--- config.mk ---
export PLATFORM = sky130hd
export DESIGN_NAME = mac_accum_bank
export DESIGN_NICKNAME = d
export VERILOG_FILES = /design/src/rtl/mac_pkg.sv /design/src/rtl/mac_mult_stage.sv /design/src/rtl/mac_accum_bank.sv
export SDC_FILE = /design/constraint.sdc
export NUM_CORES = 1
export LEC_CHECK = 0
export ABC_AREA = 1
export BUFFER_PORTS_ARGS = -buffer_cell sky130_fd_sc_hd__buf_4
export CORE_MARGIN = 10
export CORE_UTILIZATION = 50
export CTS_BUF_LIST = sky130_fd_sc_hd__clkbuf_8
export CTS_CLUSTER_DIAMETER = 40
export CTS_CLUSTER_SIZE = 40
export DETAILED_ROUTE_END_ITERATION = 16
export PLACE_DENSITY_LB_ADDON = 0.2
export SYNTH_ARGS = -nofsm -noshare
export SYNTH_HDL_FRONTEND = slang
export SYNTH_SLANG_ARGS = --single-unit
--- constraint.sdc ---
create_clock -name Clk -period 4.5 [get_ports Clk]
set_input_delay 0.675 -clock Clk [delete_from_list [all_inputs] [get_ports Clk]]
set_output_delay 0.675 -clock Clk [all_outputs]
set_load 0.005 [all_outputs]
--- src/rtl/mac_pkg.sv ---
// Shared types and helpers for the MAC accumulator bank.
package mac_pkg;

  localparam int SKIP_CNT_WIDTH = 16;

  typedef enum logic [1:0] {ACCUM, FLUSH, DRAIN} state_t;

  // Works from the MSBs alone: the carry out of the top bit is recovered
  // from a, b and the sum bit, so no extra adder bit is needed.
  function automatic logic ovf_add(input logic a, input logic b, input logic sum,
                                   input logic signed_mode);
    if (signed_mode) return (a == b) && (sum != a);
    return (a & b) | ((a ^ b) & ~sum);
  endfunction

endpackage

--- src/rtl/mac_mult_stage.sv ---
// S1: zero-skip detection, range check on the bank index, and a registered
// signed/unsigned multiply sign- or zero-extended to the accumulator width.
module mac_mult_stage
  import mac_pkg::*;
#(
  parameter int DATA_WIDTH = 8,
  parameter int ACC_WIDTH  = 32,
  parameter int NUM_BANKS  = 4,
  parameter int SEL_WIDTH  = 2,
  parameter int SIGNED     = 0
) (
  input  logic                      Clk,
  input  logic                      rst,
  input  logic                      take,
  input  logic [DATA_WIDTH-1:0]     act,
  input  logic [DATA_WIDTH-1:0]     weight,
  input  logic [SEL_WIDTH-1:0]      sel,
  input  logic                      first,
  output logic                      valid,
  output logic [ACC_WIDTH-1:0]      prod,
  output logic [SEL_WIDTH-1:0]      sel_q,
  output logic                      first_q,
  output logic [SKIP_CNT_WIDTH-1:0] skip_count
);

  logic                 zero, in_range;
  logic [ACC_WIDTH-1:0] prod_d;

  assign zero     = (act == '0) || (weight == '0);
  assign in_range = int'(sel) < NUM_BANKS;

  generate
    if (SIGNED != 0) begin : g_signed
      logic signed [2*DATA_WIDTH-1:0] p;
      assign p = $signed({{DATA_WIDTH{act[DATA_WIDTH-1]}}, act}) *
                 $signed({{DATA_WIDTH{weight[DATA_WIDTH-1]}}, weight});
      assign prod_d = ACC_WIDTH'(p);
    end else begin : g_unsigned
      logic [2*DATA_WIDTH-1:0] p;
      assign p = {{DATA_WIDTH{1'b0}}, act} * {{DATA_WIDTH{1'b0}}, weight};
      assign prod_d = ACC_WIDTH'(p);
    end
  endgenerate

  always_ff @(posedge Clk or negedge rst) begin
    if (!rst) begin
      valid      <= 1'b0;
      prod       <= '0;
      sel_q      <= '0;
      first_q    <= 1'b0;
      skip_count <= '0;
    end else begin
      valid <= take && in_range && !zero;
      if (take && in_range && !zero) begin
        prod    <= prod_d;
        sel_q   <= sel;
        first_q <= first;
      end
      // Out-of-range pairs are dropped silently and never counted as skips.
      if (take && in_range && zero && skip_count != '1)
        skip_count <= skip_count + SKIP_CNT_WIDTH'(1);
    end
  end

endmodule

--- src/rtl/mac_accum_bank.sv ---
// Multiply-accumulate into NUM_BANKS partial-sum banks with zero skipping,
// sticky per-bank overflow and a valid/ready drain that clears banks as sent.
module mac_accum_bank
  import mac_pkg::*;
#(
  parameter int DATA_WIDTH = 8,
  parameter int ACC_WIDTH  = 32,
  parameter int NUM_BANKS  = 4,
  parameter int SEL_WIDTH  = $clog2(NUM_BANKS),
  parameter int SIGNED     = 0
) (
  input  logic                      Clk,
  input  logic                      rst,
  input  logic                      in_valid,
  output logic                      in_ready,
  input  logic [DATA_WIDTH-1:0]     in_act,
  input  logic [DATA_WIDTH-1:0]     in_weight,
  input  logic [SEL_WIDTH-1:0]      in_sel,
  input  logic                      in_first,
  input  logic                      drain_start,
  output logic                      out_valid,
  input  logic                      out_ready,
  output logic [ACC_WIDTH-1:0]      out_data,
  output logic [SEL_WIDTH-1:0]      out_bank,
  output logic                      out_ovf,
  output logic                      busy,
  output logic [SKIP_CNT_WIDTH-1:0] skip_count
);

  state_t                                state;
  logic                                  take, drain_fire;
  logic                                  s1_valid, s1_first, s2_valid, s2_first;
  logic [ACC_WIDTH-1:0]                  s1_prod, s2_prod;
  logic [SEL_WIDTH-1:0]                  s1_sel, s2_sel;
  logic [NUM_BANKS-1:0][ACC_WIDTH-1:0]   bank;
  logic [NUM_BANKS-1:0]                  ovf;
  logic [ACC_WIDTH-1:0]                  acc_base, acc_sum;
  logic                                  acc_ovf;

  assign in_ready   = (state == ACCUM);
  assign take       = in_valid && in_ready;
  assign drain_fire = out_valid && out_ready;
  assign busy       = s1_valid || s2_valid || (state != ACCUM);

  mac_mult_stage #(
    .DATA_WIDTH(DATA_WIDTH), .ACC_WIDTH(ACC_WIDTH), .NUM_BANKS(NUM_BANKS),
    .SEL_WIDTH(SEL_WIDTH), .SIGNED(SIGNED)
  ) u_mult (
    .Clk(Clk), .rst(rst), .take(take), .act(in_act), .weight(in_weight),
    .sel(in_sel), .first(in_first), .valid(s1_valid), .prod(s1_prod),
    .sel_q(s1_sel), .first_q(s1_first), .skip_count(skip_count)
  );

  always_ff @(posedge Clk or negedge rst) begin
    if (!rst) begin
      s2_valid <= 1'b0;
      s2_prod  <= '0;
      s2_sel   <= '0;
      s2_first <= 1'b0;
    end else begin
      s2_valid <= s1_valid;
      if (s1_valid) begin
        s2_prod  <= s1_prod;
        s2_sel   <= s1_sel;
        s2_first <= s1_first;
      end
    end
  end

  // One shared adder: only the bank addressed by S2 changes in a cycle, and
  // it reads the live register so back-to-back hits on one bank need no stall.
  assign acc_base = s2_first ? '0 : bank[s2_sel];
  assign acc_sum  = acc_base + s2_prod;
  assign acc_ovf  = (!s2_first && ovf[s2_sel]) ||
                    ovf_add(acc_base[ACC_WIDTH-1], s2_prod[ACC_WIDTH-1],
                            acc_sum[ACC_WIDTH-1], SIGNED != 0);

  always_ff @(posedge Clk or negedge rst) begin
    if (!rst) begin
      bank <= '0;
      ovf  <= '0;
    end else begin
      for (int b = 0; b < NUM_BANKS; b++) begin
        if (drain_fire && int'(out_bank) == b) begin
          bank[b] <= '0;
          ovf[b]  <= 1'b0;
        end else if (s2_valid && int'(s2_sel) == b) begin
          bank[b] <= acc_sum;
          ovf[b]  <= acc_ovf;
        end
      end
    end
  end

  always_ff @(posedge Clk or negedge rst) begin
    if (!rst) begin
      state     <= ACCUM;
      out_valid <= 1'b0;
      out_bank  <= '0;
    end else begin
      case (state)
        ACCUM: if (drain_start) state <= FLUSH;
        FLUSH: if (!s1_valid && !s2_valid) begin
          state     <= DRAIN;
          out_valid <= 1'b1;
          out_bank  <= '0;
        end
        DRAIN: if (out_ready) begin
          if (out_bank == SEL_WIDTH'(NUM_BANKS - 1)) begin
            state     <= ACCUM;
            out_valid <= 1'b0;
            out_bank  <= '0;
          end else begin
            out_bank <= out_bank + SEL_WIDTH'(1);
          end
        end
        default: state <= ACCUM;
      endcase
    end
  end

  // Banks cannot change during DRAIN, so the mux output is stable under backpressure.
  assign out_data = out_valid ? bank[out_bank] : '0;
  assign out_ovf  = out_valid ? ovf[out_bank] : 1'b0;

endmodule
# Yosys cells after proc, flatten, opt, wreduce, memory -nomap -nowiden
# Index checks and enable logic that the tools add are counted.
[word_totals]
ff_bits = 193
in_bits = 24
out_inout_bits = 54
wordCells = 119
[classes]
n_addsub = 3
multipliers = 1
n_lt_le_gt_ge = 2
n_eq_ne = 14
muxes = 40
bitwise = 2
reduce_logical = 37
[op_table]
columns = ["cell", "n"]
rows = [
  ["two-way mux 32 bit", 12],
  ["binary-select mux 32 bit (select 2 bit)", 2],
  ["adder 32 x 16 -> 32 bit", 1],
  ["adder 16 x 1 -> 16 bit (second input constant)", 1],
  ["zero test 8 bit", 2],
  ["multiplier 8 x 8 -> 16 bit", 1],
  ["inequality test 16 bit (second input constant)", 1],
  ["logical AND 1 bit", 15],
  ["two-way mux 1 bit", 14],
  ["two-way mux 2 bit", 7],
  ["equality test 2 bit (second input constant)", 6],
  ["nonzero test 2 bit", 6],
  ["AND reduction 4 bit", 2],
  ["equality test 2 x 1 -> 1 bit (second input constant)", 3],
  ["zero test 2 bit", 3],
  ["< comparator 2 x 3 -> 1 bit (second input constant)", 2],
  ["inequality test 2 bit (second input constant)", 3],
  ["one-hot mux 2 bit (3 select lines)", 1],
  ["binary-select mux 1 bit (select 2 bit)", 2],
  ["zero test 1 bit", 4],
  ["logical OR 1 bit", 4],
  ["one-hot mux 2 bit (2 select lines)", 1],
  ["AND reduction 3 bit", 1],
  ["adder 2 x 1 -> 2 bit (second input constant)", 1],
  ["4 further kinds", 4],
]

# Logic depth before layout (Yosys ltp)
[logic_depth]
word_depth = 9
depth_mapped = 22

# Cells and area by module
# Synthesis repeated with hierarchy kept, for this count alone.
[hier_totals]
hier_cells = 2069
hier_area_um2 = 15297.2
[by_module_without_submodules]
columns = ["module", "n_inst", "cells_per_inst", "area_per_inst_um2"]
rows = [
  ["mac_accum_bank", 1, 1462, 10865.4],
  ["mac_mult_stage", 1, 607, 4431.8],
]

# Worst setup path before layout
# OpenSTA, ideal clock, no wires.
[synth_timing]
path_kind = "input to register"
start = "in in_weight[7]"
end = "reg u_mult.prod[15]"
arrival_ns = 4.363
required_time_ns = 4.381
setup_slack_ns = 0.018
cell_stages = 19
cell_sequence = "clkbuf_1 nand2_1 fa_1 fa_1 inv_1 fa_1 inv_1 fa_1 inv_1 ha_1 nand2_1 inv_1 a21oi_1 o21ai_0 nand3b_1 nand2_1 nand2_1 nand3_1 nand2_1"
[synth_between]
elab_chain_len = 4
[synth_lines]
columns = ["item", "line_no", "rtl"]
rows = [
  ["start, declared", "mac_accum_bank.sv:17", "input logic [DATA_WIDTH-1:0] in_weight,"],
  ["branches (longest 4 deep; another with multiplier 8 x 8 -> 16 bit)", "n/a", ""],
  ["end signal, assigned", "mac_mult_stage.sv:55", "prod <= prod_d;"],
  ["end, declared", "mac_mult_stage.sv:20", "output logic [ACC_WIDTH-1:0] prod,"],
]
# Parallel ways; which one is timed is not known.
# A chain may end at the register's enable or synchronous reset.

# Worst setup path in the final report
[layout_timing]
start = "reg s2_sel[0]"
end = "reg bank[31] (netlist bit)"
[layout_between]
elab_chain_len = 6
[layout_lines]
columns = ["item", "line_no", "rtl"]
rows = [
  ["start, declared", "mac_accum_bank.sv:34", "logic [SEL_WIDTH-1:0] s1_sel, s2_sel;"],
  ["start signal, assigned", "mac_accum_bank.sv:64", "s2_sel <= s1_sel;"],
  ["binary-select mux 32 bit (select 2 bit)", "mac_accum_bank.sv:72", "assign acc_base = s2_first ? '0 : bank[s2_sel];"],
  ["two-way mux 32 bit (not written as such)", "mac_accum_bank.sv:72", ""],
  ["two-way mux 32 bit", "mac_accum_bank.sv:72", ""],
  ["adder 32 x 16 -> 32 bit", "mac_accum_bank.sv:73", "assign acc_sum = acc_base + s2_prod;"],
  ["two-way mux 32 bit", "mac_accum_bank.sv:87", "end else if (s2_valid && int'(s2_sel) == b) begin"],
  ["two-way mux 32 bit", "mac_accum_bank.sv:84", "if (drain_fire && int'(out_bank) == b) begin"],
  ["end signal, assigned by index", "mac_accum_bank.sv:88", "bank[b] <= acc_sum;"],
  ["end, declared", "mac_accum_bank.sv:35", "logic [NUM_BANKS-1:0][ACC_WIDTH-1:0] bank;"],
]
# Several ways; a longest one is shown, not always the timed one. The select of a mux whose other input is x is not followed.

==> flow_summary.yaml <==
status:
  outcome: "finished, final reports clean"
setup_path:
  cp_cell_sequence: "buf_4, nand2_1, buf_4, o22ai_1, a221oi_1, nor2_1, ha_1, nand2_1, nor3_1, nand2_1, nand2_1, nand2_1, nand2_1, nand2_1, nor4_1, buf_4, ha_1, inv_1, o21ai_0"
  crit_buf_inv: 4
  path_max_fanout: 20
  crit_top_cell: "nand2_1"
  cp_top_family: "simple AND/OR/NAND/NOR gates"
  cp.required_ns: 4.84
  setup.worst_path.start_class: "register"
  max_stage_delay_ns: 0.47
  timing_worst_setup_path_type: "register to register"
  crit_path_top_delay_cell: "a221oi_1"
  endpoint_kind: "register"
  critPathArrivalTime_ns: 4.49
cts:
  clock-root-buffer: "clkbuf_8"
  cts_tree: "built"
  cts_setup_buffers: 0
  clkTransAtPathRegs_ns: 0.11
  htreeDepth: 4
  clock_sinks: 193
  cts_resized: 0
  cts_hold_buf: 0
  clock_path_buffers: 2
  numCtsBuffers: 17
  worstSkewPairLatency_ns: 0.50
layout:
  fill_cells: 2519
  layout_commonest_cell: "nand2_1"
  layout_common_cells: "529 x nand2_1, 255 x inv_1, 192 x dfrtp_1"
  n_antenna_cell: 0
  postLayoutCoreUtil: 0.556
  areaGrowthSynthToFinish_pct: 9.89
  multi_input_area_mm2: 0.00692
  stdcell_count: 2174
  seq_area_mm2: 0.00483
  nNetsFinal: 1945
  drive_gt1_frac: 0.0930
  fin_area_mm2: 0.0144
die:
  core-area_mm2: 0.0259
  die_h_um: 182
  die_w_um: 182
  start_util: 0.506
  io_pins: 78
  core.rowCount: 59
  die-area_mm2: 0.0331
logic_synthesis:
  synth-main-ff-cell: "dfrtp_1"
  synth_cell_types: 41
  synth_area_mm2: 0.0131
  syn_inst: 1782
  synthesis.nets: 1901
  syn_avg_cell_area_um2: 7.36
  yosys_register_bits: 193
  synth_warnings: 0
  async_reset_ff_frac: 1.00
  synth_edf_count: 0
  synth_seq_area_share: 0.368
drt:
  drc: 0
  vias: 11900
  antenna_left: 0
  drt-total-wl_mm: 36.7
  avgRoutedWirePerCell_um: 16.9
  drtIter0Drc: 796
  drtPass1Iterations: 6
  viasPerCell: 5.47
timing:
  setup_viol: 0
  slew_violations: 0
  rsz0062_at_grt: "no"
  holdWs_ns: 0.255
  clock_skew_ns: 0.0278
  max_slew.worst_pin.slew_ns: 1.14
  period_needed_ns: 4.15
  relSlewSlack: 0.241
  finalCritPeriodShare: 0.922
  worst_slack_ns: 0.349
  hold_violations: 0
  fmax_mhz: 241
  final.setup.tns_ns: 0
placement:
  io_buffers: 77
  place_hpwl_mm: 25.6
  post_dp_cell_area_mm2: 0.0140
  pre_cts_slack_ns: -0.0740
  globalplace.congestion: 0.906
  placed_cells: 2142
power_and_ir_drop:
  p_leak_nw: 7.51
  p_total_mw: 7.66
  peakVddDrop_mv: 0.247
  p_per_area_mw_per_mm2: 532
global_routing:
  antenna_found_initial: 0
  grt_pass1_wl_mm: 60.5
  overflow: 0
  grt_max_degree: 114
  grt_pass1_vias: 11800
  track_usage: 0.221
worst_hold_path:
  min_path_type: "input port to asynchronous set/reset pin"
job:
  maxCapViolations: 0
==> where the power goes <==
part           switching, mW  leakage, nW  internal, mW  total, mW
combinational           2.48         4.76          1.46       3.94
sequential             0.349         2.55          2.19       2.54
clock                  0.711        0.205         0.467       1.18
total                   3.54         7.51          4.12       7.66
==> state kept, by name, indices dropped and copies added, names as in the netlist, 2 cells and up <==
| signal | flops |
|---|---|
| bank | 128 |
| s2_prod | 16 |
| u_mult.prod | 16 |
| u_mult.skip_count | 16 |
| ovf | 4 |
| out_bank | 2 |
| s2_sel | 2 |
| state | 2 |
| u_mult.sel_q | 2 |
==> layer usage <==
metal | vias to the layer above | GRT usage | routed length, um | share of wire
li1 | 5806 | - | - | -
met1 | 5617 | 0.295 | 16400 | 0.45
met2 | 414 | 0.360 | 16900 | 0.46
met3 | 48 | 0.0425 | 2880 | 0.078
met4 | 0 | 0.0579 | 531 | 0.014
met5 | - | 0 | 0 | 0
==> layout make-up <==
cell class | instances | area share
Clock buffer | 17 | 0.0162
Clock inverter | 15 | 0.0117
Inverter | 265 | 0.0690
Multi-Input combinational cell | 1240 | 0.481
Sequential cell | 193 | 0.335
Tap cell | 335 | 0.0291
Timing Repair Buffer | 109 | 0.0581
==> final timing paths <==
check	from	to	slack, ns	cells past startpoint
max in group asynchronous	rst	bank[73]$_DFFE_PN0P_	3.28	2
worst max-delay path	s2_sel[0]$_DFFE_PN0P_	bank[31]$_DFFE_PN0P_	0.35	19
min in group Clk	drain_start	state[0]$_DFFE_PN0P_	0.40	3
worst max register to register	s2_sel[0]$_DFFE_PN0P_	bank[31]$_DFFE_PN0P_	0.35	19
worst min-delay path	rst	bank[67]$_DFFE_PN0P_	0.26	1
worst min register to register	u_mult.prod[15]$_DFFE_PN0P_	u_mult.prod[15]$_DFFE_PN0P_	0.49	2
==> kinds of logic (layout without fill, tap and decap cells) <==
logic type,count (synthesis),in the layout,synth area share
AND/OR/NAND/NOR,724,724,0.222
AO/OA/AOI/OAI,364,364,0.154
buffers and inverters,349,406,0.104
flip-flops,193,193,0.368
adder cells (fa/ha/maj),95,95,0.112
XOR/XNOR,41,41,0.0274
multiplexers,16,16,0.0137
==> synth_stat cells (2+ instances only) <==
cell type	n	area share
clkinv_1	7	0.0020
o21a_1	2	0.0011
ha_1	58	0.055
nor3_1	12	0.0046
buf_6	4	0.0034
nor4_1	6	0.0029
inv_1	256	0.073
a21oi_2	3	0.0020
mux2_2	16	0.014
o21ai_0	145	0.055
nand2_1	529	0.15
nand4_1	12	0.0057
clkbuf_1	64	0.018
a221oi_1	18	0.012
o21bai_1	2	0.0011
nor2_4	2	0.0017
nor2_2	3	0.0014
buf_2	6	0.0023
a21oi_1	118	0.045
buf_1	7	0.0020
o22ai_1	67	0.032
xor2_1	24	0.016
o21ai_1	3	0.0011
buf_4	3	0.0017
nand3_1	55	0.021
nor2_1	94	0.027
dfrtp_1	193	0.37
fa_1	37	0.056
nand3b_1	7	0.0040
inv_2	2	0.00057
xnor2_1	17	0.011
Note: power is estimated with default switching activity, not from simulation.
